[src/rtl/bdf_ctrl_loader.sv]
// Schedule-table loader for the BDF buffer controller: captures one iteration of
// toggle rows from the host, bursts them into the controller, then starts, tracks and stops the schedule.
module bdf_ctrl_loader #(
    parameter int NUM_BUFFS   = 12,
    parameter int CTRL_WIDTH  = NUM_BUFFS * 2,
    parameter int ITER_PERIOD = 48,
    parameter int START_GAP   = 2
) (
    input  logic                  clk,
    input  logic                  rst,
    input  logic                  row_valid,
    output logic                  row_ready,
    input  logic [CTRL_WIDTH-1:0] row_data,
    input  logic                  go,
    input  logic                  halt,
    input  logic                  clear,
    output logic                  load_ctrl,
    output logic [CTRL_WIDTH-1:0] ctrl_in,
    output logic                  start_ctrl,
    output logic                  stop_ctrl,
    output logic                  busy,
    output logic                  running,
    output logic [15:0]           iter_count,
    output logic [2:0]            dbg_state_o
);

    localparam int PW = (ITER_PERIOD > 1) ? $clog2(ITER_PERIOD) : 1;
    localparam logic [PW-1:0] LAST = PW'(ITER_PERIOD - 1);
    localparam int GW = $clog2(START_GAP + 2);
    localparam logic [GW-1:0] GAP_LAST = GW'((START_GAP > 0) ? START_GAP - 1 : 0);

    typedef enum logic [2:0] {
        S_FILL = 3'd0,
        S_FULL = 3'd1,
        S_LOAD = 3'd2,
        S_GAP  = 3'd3,
        S_RUN  = 3'd4
    } state_e;

    state_e                state_q, state_d;
    logic [PW-1:0]         wr_ptr_q, wr_ptr_d;
    logic [PW-1:0]         rd_ptr_q, rd_ptr_d;
    logic [PW-1:0]         rd_nxt;
    logic [PW-1:0]         phase_q, phase_d;
    logic                  arm_q, arm_d;
    logic [GW-1:0]         gap_q, gap_d;
    logic [15:0]           iter_q, iter_d;
    logic                  wr_en;
    logic [CTRL_WIDTH-1:0] mem_q [ITER_PERIOD];

    logic                  load_q, load_d;
    logic [CTRL_WIDTH-1:0] ctrl_q, ctrl_d;
    logic                  start_q, start_d;
    logic                  stop_q, stop_d;
    logic                  busy_q, busy_d;
    logic                  run_q, run_d;

    assign rd_nxt = rd_ptr_q + PW'(1);

    // Valid/ready: a row transfers on any cycle where row_valid and row_ready are both high;
    // row_ready is a pure decode of the state register (high only in FILL).
    assign row_ready = (state_q == S_FILL);

    always_ff @(posedge clk or posedge rst) begin
        if (rst) begin
            state_q  <= S_FILL;
            wr_ptr_q <= '0;
            rd_ptr_q <= '0;
            phase_q  <= '0;
            arm_q    <= 1'b0;
            gap_q    <= '0;
            iter_q   <= '0;
            load_q   <= 1'b0;
            ctrl_q   <= '0;
            start_q  <= 1'b0;
            stop_q   <= 1'b0;
            busy_q   <= 1'b0;
            run_q    <= 1'b0;
        end else begin
            state_q  <= state_d;
            wr_ptr_q <= wr_ptr_d;
            rd_ptr_q <= rd_ptr_d;
            phase_q  <= phase_d;
            arm_q    <= arm_d;
            gap_q    <= gap_d;
            iter_q   <= iter_d;
            load_q   <= load_d;
            ctrl_q   <= ctrl_d;
            start_q  <= start_d;
            stop_q   <= stop_d;
            busy_q   <= busy_d;
            run_q    <= run_d;
        end
    end

    // Table storage is deliberately not reset; returning to FILL invalidates it.
    always_ff @(posedge clk) begin
        if (wr_en) begin
            mem_q[wr_ptr_q] <= row_data;
        end
    end

    always_comb begin
        state_d  = state_q;
        wr_ptr_d = wr_ptr_q;
        rd_ptr_d = rd_ptr_q;
        phase_d  = phase_q;
        arm_d    = arm_q;
        gap_d    = gap_q;
        iter_d   = iter_q;
        wr_en    = 1'b0;
        case (state_q)
            S_FILL: begin
                // clear takes priority over a row offered in the same cycle
                if (clear) begin
                    wr_ptr_d = '0;
                end else if (row_valid) begin
                    wr_en = 1'b1;
                    if (wr_ptr_q == LAST) begin
                        state_d  = S_FULL;
                        wr_ptr_d = '0;
                    end else begin
                        wr_ptr_d = wr_ptr_q + PW'(1);
                    end
                end
            end
            S_FULL: begin
                if (clear) begin
                    state_d  = S_FILL;
                    wr_ptr_d = '0;
                end else if (go) begin
                    state_d  = S_LOAD;
                    rd_ptr_d = '0;
                    iter_d   = '0;
                end
            end
            S_LOAD: begin
                if (halt) begin
                    state_d = S_FULL;
                end else if (rd_ptr_q == LAST) begin
                    if (START_GAP == 0) begin
                        state_d = S_RUN;
                        arm_d   = 1'b1;
                        phase_d = '0;
                    end else begin
                        state_d = S_GAP;
                        gap_d   = '0;
                    end
                end else begin
                    rd_ptr_d = rd_nxt;
                end
            end
            S_GAP: begin
                if (halt) begin
                    state_d = S_FULL;
                end else if (gap_q == GAP_LAST) begin
                    state_d = S_RUN;
                    arm_d   = 1'b1;
                    phase_d = '0;
                end else begin
                    gap_d = gap_q + GW'(1);
                end
            end
            S_RUN: begin
                // arm_q marks the start-pulse cycle so that phase 0 begins on the cycle after it
                if (halt) begin
                    state_d = S_FULL;
                end else if (arm_q) begin
                    arm_d = 1'b0;
                end else if (phase_q == LAST) begin
                    phase_d = '0;
                    if (iter_q != 16'hFFFF) begin
                        iter_d = iter_q + 16'd1;
                    end
                end else begin
                    phase_d = phase_q + PW'(1);
                end
            end
            default: state_d = S_FILL;
        endcase
    end

    always_comb begin
        load_d  = 1'b0;
        ctrl_d  = '0;
        start_d = 1'b0;
        stop_d  = 1'b0;
        case (state_q)
            S_FULL: begin
                if (go && !clear) begin
                    load_d = 1'b1;
                    ctrl_d = mem_q[0];
                end
            end
            S_LOAD: begin
                if (!halt && rd_ptr_q != LAST) begin
                    load_d = 1'b1;
                    ctrl_d = mem_q[rd_nxt];
                end
                if (!halt && rd_ptr_q == LAST && START_GAP == 0) begin
                    start_d = 1'b1;
                end
            end
            S_GAP: begin
                if (!halt && gap_q == GAP_LAST) begin
                    start_d = 1'b1;
                end
            end
            S_RUN: begin
                stop_d = halt;
            end
            default: ;
        endcase
        busy_d = (state_d == S_LOAD) || (state_d == S_GAP) || (state_d == S_RUN);
        run_d  = (state_d == S_RUN);
    end

    assign load_ctrl   = load_q;
    assign ctrl_in     = ctrl_q;
    assign start_ctrl  = start_q;
    assign stop_ctrl   = stop_q;
    assign busy        = busy_q;
    assign running     = run_q;
    assign iter_count  = iter_q;
    assign dbg_state_o = state_q;

endmodule

[config.mk]
export PLATFORM = sky130hd
export DESIGN_NAME = bdf_ctrl_loader
export DESIGN_NICKNAME = d
export VERILOG_FILES = /design/src/rtl/bdf_ctrl_loader.sv
export SDC_FILE = /design/constraint.sdc
export NUM_CORES = 1
export LEC_CHECK = 0
export ABC_CLOCK_PERIOD_IN_PS = 3100
export BUFFER_PORTS_ARGS = -buffer_cell sky130_fd_sc_hd__clkbuf_2
export CELL_PAD_IN_SITES_DETAIL_PLACEMENT = 1
export CELL_PAD_IN_SITES_GLOBAL_PLACEMENT = 1
export CORE_MARGIN = 2
export CORE_UTILIZATION = 49
export DETAILED_ROUTE_END_ITERATION = 10
export PLACE_DENSITY = 0.81
export SLEW_MARGIN = 20
export SYNTH_ARGS = -nofsm -noshare
export SYNTH_HDL_FRONTEND = slang
export SYNTH_SLANG_ARGS = --single-unit
[constraint.sdc]
create_clock -name clk -period 3.1 [get_ports clk]
set_input_delay 0.62 -clock clk [delete_from_list [all_inputs] [get_ports clk]]
set_output_delay 0.62 -clock clk [all_outputs]
set_load 0.01 [all_outputs]
# Word-level counts from Yosys, hierarchy flattened
# Memory sizes are Yosys's and may differ from the RTL's.
# Cells that the tools add are included.
# op_classes
n_addsub	5
mux	57
n_eq_ne	27
reduce_logical	19
# ops
cell	n
16-bit two-way mux	6
6-bit two-way mux	13
24-bit two-way mux	2
24-bit one-hot mux with 2 select lines	1
6-bit one-hot mux with 2 select lines	3
16-bit one-hot mux with 2 select lines	1
3-bit two-way mux	10
2-bit != test, second input constant	13
6-bit by 1-bit adder with 6-bit output, second input constant	3
6-bit equality test, second input constant	3
16-bit by 1-bit adder with 16-bit output, second input constant	1
16-bit != test, second input constant	1
3-bit one-hot mux with 5 select lines	1
5-bit AND reduction	3
1-bit two-way mux	13
3-bit by 2-bit equality test with 1-bit output, second input constant	4
2-bit nonzero test	5
2-bit two-way mux	4
7-bit AND reduction	1
3-bit equality test, second input constant	2
6-bit != test, second input constant	1
1-bit one-hot mux with 2 select lines	2
2-bit one-hot mux with 2 select lines	1
4-bit AND reduction	1
9 further kinds	13
# word_totals
memories	1
in_bits	30
ramBits	1152
elab_cells	122
out_inout_bits	49
register_bits	69
# memory_table
memory	depth	word_bits	read_ports	rd_ports_with_merged_regs	write_ports	line_no	text
mem_q	48	24	2	0	1	49	logic [CTRL_WIDTH-1:0] mem_q [ITER_PERIOD];

# Longest topological paths before layout
# Gate-level depths: netlist (run 1).
# logic_depth
ltp_word	8
ltp_mapped	10
ltp_nobuf	7

# Worst setup path before layout (run 1)
# No wires, ideal clock.
# synth_path
path_type	input port to flip-flop
startpoint	in clear
endpoint	mem mem_q[10][0] in the netlist's numbering, enable pin
required_ns	2.695
path_slack_ns	0.018
setup_time_ns	0.405
arrival_ns	2.677
cell_stages	5
path_buffers	1
cell_sequence	clkbuf_1 > o21ai_1 > nor3_1 > nand3_1 > nor2_1
# synth_via
elab_chain_len	4
# synth_rtl
item	line_no	text
start, declared	16	input logic clear,
1-bit two-way mux	115	if (clear) begin
1-bit two-way mux	112	case (state_q)
1-bit two-way mux	98	if (wr_en) begin
1-bit two-way mux (not written as such)	99	mem_q[wr_ptr_q] <= row_data;
end, declared	49	
# Every way passes these cells.

# Worst setup path in the final report (run 1)
# layout_path
startpoint	reg rd_ptr_q[0]
endpoint	reg ctrl_q[14], in the netlist ctrl_in[14]
# layout_via
elab_chain_len	4
elab_cells_between_ends	6
cone_classes	1 x add/sub; 1 x eq/ne; 2 x mux; 1 x reduce/logical; 1 x memory
# layout_rtl
item	line_no	text
start, declared	42	logic [PW-1:0] rd_ptr_q, rd_ptr_d;
start signal, assigned	82	rd_ptr_q <= rd_ptr_d;
6-bit by 1-bit adder with 6-bit output / 6-bit != test (equally long branches)	58, 196	
memory read 48 x 24 bit / 1-bit logical AND (equally long branches)	n/a	
24-bit two-way mux (*)	196	if (!halt && rd_ptr_q != LAST) begin
24-bit one-hot mux with 2 select lines (*)	188	case (state_q)
named net ctrl_d[14]	52	logic [CTRL_WIDTH-1:0] ctrl_q, ctrl_d;
end signal, assigned	88	ctrl_q <= ctrl_d;
end, declared	52	
# Mark *: on every way through the listed nets, which the timed path passes. The rest lies on a longest branch.
# A chain may end at the register's enable or synchronous reset.

==> qor.yml, run 1 <==
run_status:
  status: "complete, no violations"
timing:
  setup_viol: 0
  period_minus_slack_ns: 3.012
  slew_headroom: 0.2299
  fmaxAchievable_ghz: 0.3320
  worstMarginPinSlew_ns: 1.155
  rsz0062_at_grt: "false"
  drv_slew: 0
  hold_ws_ns: 0.07407
  setup_tns_ns: 0
  finalClockSkew_ns: 0.03773
  final_hold_viol_count: 0
  period_share: 0.9715
floorplanning:
  rows: 117
  io_pins: 79
  dieHeight_um: 323.8
  core_area_mm2: 0.1016
  die_w_um: 323.8
  start_util: 0.4932
  die_area_mm2: 0.1048
global_route:
  antenna_found_initial: 3
  track_usage: 0.2765
  grt_remaining_overflow: 0
  grt_pass1_wl_um: 209500
  grt_max_degree: 187
  grt_pass1_vias: 30447
synth:
  async_flop_share: 0.05651
  ys_warn_count: 0
  syn_inst: 2837
  postSynthAreaPerCell_um2: 17.66
  syn-num-nets: 2872
  synthMuxAreaShare: 0.1360
  synth_seq_cells: 1221
  yosys-top-cells-area: "edfxtp_1 69%, mux4_2 8.6%, mux2i_1 3.9%"
  synthAdderAreaFrac: 0.001249
  synth_edf_count: 1152
  synth_ff_type: "edfxtp_1"
  synth-seq-area-share: 0.7248
  synth_xor_area_frac: 0.001224
  synth-compound-area-share: 0.02657
  yosys.cell_types.count: 65
  syn-cell-area_mm2: 0.05011
  synth_area_leader_cell: "edfxtp_1"
  synth_top_family_by_area: "multiplexers"
  synth_simple_gate_area_frac: 0.09139
  yosysTopAreaCellShare: 0.6904
setup_path:
  crit_path_max_fanout: 24
  r2r-start: "rd_ptr_q[0]"
  end_kind: "flop"
  path_class: "reg2reg"
  critPathLaunchType: "flop"
  r2r_slack_ns: 0.09
  r2r_end: "ctrl_in[14]"
  worstSetupStartpoint: "rd_ptr_q[0]"
  critPathRequiredTime_ns: 3.73
  rr_worst_depth: 7
  cp_data_arrival_time_ns: 3.64
pwr:
  p_leak_nw: 19.37
  powerDensity_mw_per_mm2: 683.0
  vdd_drop_max_mv: 0.4505
run:
  drv_cap: 0
final_layout:
  layout_common_cells: "1152 x edfxtp_1, 194 x mux2i_1, 192 x nor3b_1, 192 x mux4_2, 129 x nand2_1"
  layout-drive-gt1-share: 0.2448
  synthToLayoutAreaGrowth_pct: 15.16
  final_util: 0.5680
  final_common_cell: "edfxtp_1"
  diodes: 0
  fin_nets: 3030
  final_cells: 4464
  final_area_mm2: 0.05770
min_path:
  worstHoldPathType: "in2async"
route:
  drc: 0
  firstDrtPassIters: 6
  vias: 28661
  drtIter0Drc: 3332
  routed_via_density: 6.420
  routedWlPerCell_um: 32.18
  postRouteWirelength_um: 143700
  drtAntennaViolNets: 0
clock_tree:
  cts_max_path_buffers: 3
  htreeDepth: 3
  cts_tree: "built"
  cts.sinks: 1221
  cts_hold_buf: 0
  cts_root_buf: "clkbuf_16"
  cts_made_buffers: 120
  clock_latency_ns: 0.73
  path_clk_slew_ns: 0.06
placed_design:
  place_congestion: 0.8314
  dp_hpwl_um: 84740
  dp.cells: 4230
  portBuffers: 78
  place_area_mm2: 0.05344
==> cells in the mapped netlist, drive strengths merged (2+ instances only) <==
library cell,number
or3,4
nor4,2
or4,10
o31ai,12
xnor2,5
nand4,29
a22o,3
mux2,48
o21ai,23
and4,2
and2,4
a41oi,24
nand2,129
nand2b,7
clkbuf,116
nor3b,195
ha,5
a21o,5
o211ai,2
mux2i,195
o41ai,3
a221oi,24
a21boi,3
nor2,65
nor3,100
a221o,24
dfrtp,69
and3b,2
and3,34
buf,94
edfxtp,1152
or4b,3
inv,8
xor2,2
or2,2
nor2b,7
nand3b,102
a21oi,41
nand3,68
mux4,192
a211o,2
or3b,4
==> stage by stage <==
stage / total power [mW] / setup slack, ns
after floorplan: 22.63 / 0.01787
after global placement: 24.12 / 0.02118
after detailed placement: 24.46 / -0.1757
after CTS: 39.49 / 0.02620
after global routing: 40.52 / 0.008169
final: 39.41 / 0.08839
==> per-layer routing <==
| layer | track usage | routed length, µm | share of wire |
|---|---|---|---|
| met5 | 0 | 28 | 0.00019 |
| met4 | 0.1184 | 6135 | 0.043 |
| met3 | 0.04221 | 11880 | 0.083 |
| met2 | 0.4656 | 71790 | 0.50 |
| met1 | 0.3593 | 53830 | 0.37 |
==> state kept, by name (all words and copies together), names as in the netlist <==
register / cells
rd_ptr_q: 6
phase_q: 6
ctrl_in: 24
running: 1
busy: 1
wr_ptr_q: 6
gap_q: 2
start_ctrl: 1
stop_ctrl: 1
load_ctrl: 1
dbg_state_o: 3
iter_count: 16
mem_q: 1152
arm_q: 1
==> worst max-delay path by stage <==
stage	endpoint	slack [ns]
global route	mem_q[40][0]	0.008
global placement	ctrl_in[6]	0.02
CTS	ctrl_in[9]	0.03
finish	ctrl_in[14]	0.09
detailed placement	ctrl_in[11]	-0.18
floorplan	mem_q[10][0]	0.02
==> area by class of cell <==
type                       instances  area (µm²)
clock inverter                    66       755.7
inverter                           8       32.53
clock buffer                     157        3303
sequential                      1221       36320
timing repair buffer             246        2467
multi-input combinational       1398       13110
tap                             1368        1712
fill                            9067       43890
==> report_power, final <==
part           switching [mW]  internal [mW]
Combinational            3.57           2.54
Clock                    6.33           8.74
Sequential             0.0937           18.1
Total                    9.99           29.4
==> repair_timing <==
item,in CTS,in global routing
resized for setup,7,9
pin swaps,2,0
setup buffers,8,0
endpoints found under the setup margin,12,14
gates cloned,0,1
==> critical path, stage by stage, from the launching register on <==
cell and delay (ns):
dfrtp_4 0.49, ha_4 0.23, and4b_1 0.22, a2111oi_1 0.59, nand3_1 0.29, buf_12 0.25, a221oi_1 0.57, a221o_1 0.27
==> cells by family (layout without fill, tap and decap cells) <==
kind of cell	count (synthesis)	after routing
AO/OA/AOI/OAI	179	179
XOR/XNOR	7	7
adder cells (fa/ha/maj)	5	5
buffers and inverters	218	477
flip-flops	1221	1221
multiplexers	435	435
AND/OR/NAND/NOR	772	772
Power figures use the tool's default switching activity.
==> run 2, diff against run 1 <==
--- a/config.mk
+++ b/config.mk
@@ -6,13 +6,13 @@
 export NUM_CORES = 1
 export LEC_CHECK = 0
 export ABC_CLOCK_PERIOD_IN_PS = 3100
-export BUFFER_PORTS_ARGS = -buffer_cell sky130_fd_sc_hd__clkbuf_2
+export BUFFER_PORTS_ARGS = -buffer_cell sky130_fd_sc_hd__buf_2
 export CELL_PAD_IN_SITES_DETAIL_PLACEMENT = 1
 export CELL_PAD_IN_SITES_GLOBAL_PLACEMENT = 1
 export CORE_MARGIN = 2
 export CORE_UTILIZATION = 49
 export DETAILED_ROUTE_END_ITERATION = 10
-export PLACE_DENSITY = 0.81
+export PLACE_DENSITY = 0.85
 export SLEW_MARGIN = 20
 export SYNTH_ARGS = -nofsm -noshare
 export SYNTH_HDL_FRONTEND = slang
==> qor.yml, run 2 (synthesized netlist as in run 1, its figures left out) <==
run_status:
  status: "complete, no violations"
pwr:
  vdd_drop_max_mv: 0.4847  # +7.6%
  power_mw: 39.89  # +1.2%
  powerDensity_mw_per_mm2: 691.9  # +1.3%
  p_leak_nw: 19.36  # about the same
run:
  drv_cap: 0  # unchanged
final_layout:
  final_cells: 4482  # +0.40%
  regMostFlops: "mem_q"
  fillers: 9030  # -0.41%
  final_area_mm2: 0.05765  # -0.10%
  layout-drive-gt1-share: 0.2479  # +0.003081
  fin_nets: 3046  # +0.53%
  regArea_mm2: 0.03632  # about the same
  synthToLayoutAreaGrowth_pct: 15.04
  multi_input_area_mm2: 0.01320  # +0.71%
  layout_common_cells: "1152 x edfxtp_1, 194 x mux2i_1, 192 x nor3b_1, 192 x mux4_2, 141 x buf_4"
  largest_register_ffs: 1152  # unchanged
  diodes: 0  # unchanged
  final_common_cell: "edfxtp_1"
global_route:
  grt_max_degree: 219  # +17%
  grt_pass1_wl_um: 223300  # +6.6%
  antenna_found_initial: 9  # +6
  track_usage: 0.2964  # +0.01990
  grt_pass1_vias: 31331  # +2.9%
  grt_remaining_overflow: 0  # unchanged
placed_design:
  place_ws_ns: -0.3344  # -0.1587 ns
  place_area_mm2: 0.05337  # -0.12%
  dp.cells: 4252  # +0.52%
  place_congestion: 0.8763  # +5.4%
  portBuffers: 78  # unchanged
  dp_hpwl_um: 87460  # +3.2%
floorplanning:
  io_pins: 79  # unchanged
  dieHeight_um: 323.8  # unchanged
  die_w_um: 323.8  # unchanged
  core_area_mm2: 0.1016  # unchanged
  start_util: 0.4932  # unchanged
  die_area_mm2: 0.1048  # unchanged
  rows: 117  # unchanged
setup_path:
  r2r_end: "ctrl_in[11]"
  r2r_slack_ns: 0.05  # -0.04 ns
  crit_slowest_cell: "a21oi_1"
  r2r-start: "rd_ptr_q[0]"
  end_kind: "flop"
  crit_path_max_fanout: 25  # +4.2%
  crit_family: "compound AO/OA/AOI/OAI gates"
  path_class: "reg2reg"
  critPathLaunchType: "flop"
  crit_chain: "ha_4, xnor2_2, buf_12, buf_4, mux2i_1, a41oi_1, a21oi_1, a221o_1"
  path_buf_inv: 2  # +1
  cp_slowest_stage_delay_ns: 0.65  # +0.06 ns
  critPathRequiredTime_ns: 3.78  # +0.05 ns
  cp_data_arrival_time_ns: 3.73  # +0.09 ns
  rr_worst_depth: 8  # +1
route:
  routedWlPerCell_um: 34.45  # +7.0%
  postRouteWirelength_um: 154400  # +7.5%
  firstDrtPassIters: 5  # -1
  drtIter0Drc: 4219  # +27%
  drc: 0  # unchanged
  drtAntennaViolNets: 0  # unchanged
  routed_via_density: 6.591  # +2.7%
  vias: 29542  # +3.1%
timing:
  period_share: 0.9842  # +0.01268
  period_minus_slack_ns: 3.051  # +0.03932 ns
  finalClockSkew_ns: 0.03291  # -0.004822 ns
  setup_viol: 0  # unchanged
  slew_headroom: 0.2277  # -0.002204
  rsz0062_at_grt: "true"
  worstMarginPinSlew_ns: 1.158  # +0.003306 ns
  fmaxAchievable_ghz: 0.3278  # -1.3%
  drv_slew: 0  # unchanged
  fin_ws_ns: 0.04907  # -0.03932 ns
  final_hold_viol_count: 0  # unchanged
min_path:
  min_from: "clear"
  min_to: "wr_ptr_q[4]"
  worstHoldPathType: "in2reg"
  hold_depth: 2
clock_tree:
  cts_root_buf: "clkbuf_16"
  cts_tree: "built"
  htreeDepth: 3  # unchanged
  path_clk_slew_ns: 0.08  # +0.02 ns
  clock_latency_ns: 0.74  # about the same
  cts.sinks: 1221  # unchanged
  cts_max_path_buffers: 3  # unchanged
  cts_made_buffers: 119  # -0.83%
-- run 2: cell types whose count changed in the layout (fill, tap and decap cells not counted), moves of 8 or more --
| cell | change |
|---|---|
| buf_12 | -21 |
| buf_2 | +69 |
| buf_4 | +39 |
| clkinv_1 | +13 |
| clkbuf_2 | -73 |
| clkbuf_8 | -8 |
-- run 2: what timing repair did --
item                                   CTS  global route
pin swaps                                1             0
setup endpoints to repair              579           502
endpoints found under the hold margin   10             0
gates cloned                             0             1
hold buffers                             1             0
gates resized for setup                  5            21
setup buffers                            4             0
-- run 2: how the worst max path moves through the flow --
stage	startpoint	endpoint	slack, ns	depth (start not counted)
floorplan	clear	mem_q[10][0]	0.02	5
CTS	dbg_state_o[0]	iter_count[6]	0.01	5
finish	rd_ptr_q[0]	ctrl_in[11]	0.05	8
global route	rd_ptr_q[0]	ctrl_in[11]	-0.08	9
detailed placement	row_valid	mem_q[11][6]	-0.33	7
global placement	rd_ptr_q[0]	ctrl_in[4]	-0.18	9
-- run 2: report_power, final --
part	internal [mW]	total [mW]	switching, mW
Combinational	2.64	6.46	3.82
Clock	8.54	15.2	6.63
Sequential	18.1	18.3	0.114
Total	29.3	39.9	10.6
-- run 2: area by class of cell --
cell class	instances	share of cell area
Clock buffer	145	0.05476
Sequential cell	1221	0.6301
Clock inverter	79	0.01509
Timing Repair Buffer	263	0.04074
Multi-Input combinational cell	1398	0.2290
Tap cell	1368	0.02969
Inverter	8	0.0005426
-- run 2: through the flow --
step                  util  hold slack (ns)  TNS (ns)
floorplan                -           0.4482         0
global placement    0.5253           0.4667    -1.975
detailed placement  0.5253           0.5068   -126.98
CTS                 0.5659           0.2490         0
global route        0.5674           0.3179   -0.1406
finish              0.5674           0.2994         0
-- run 2: layer usage --
metal	routed length [µm]	track usage	vias up
li1	-	-	11774
met1	55390	0.3815	15301
met2	76100	0.4830	2032
met3	15380	0.05931	421
met4	7422	0.1476	14
met5	91	0	-
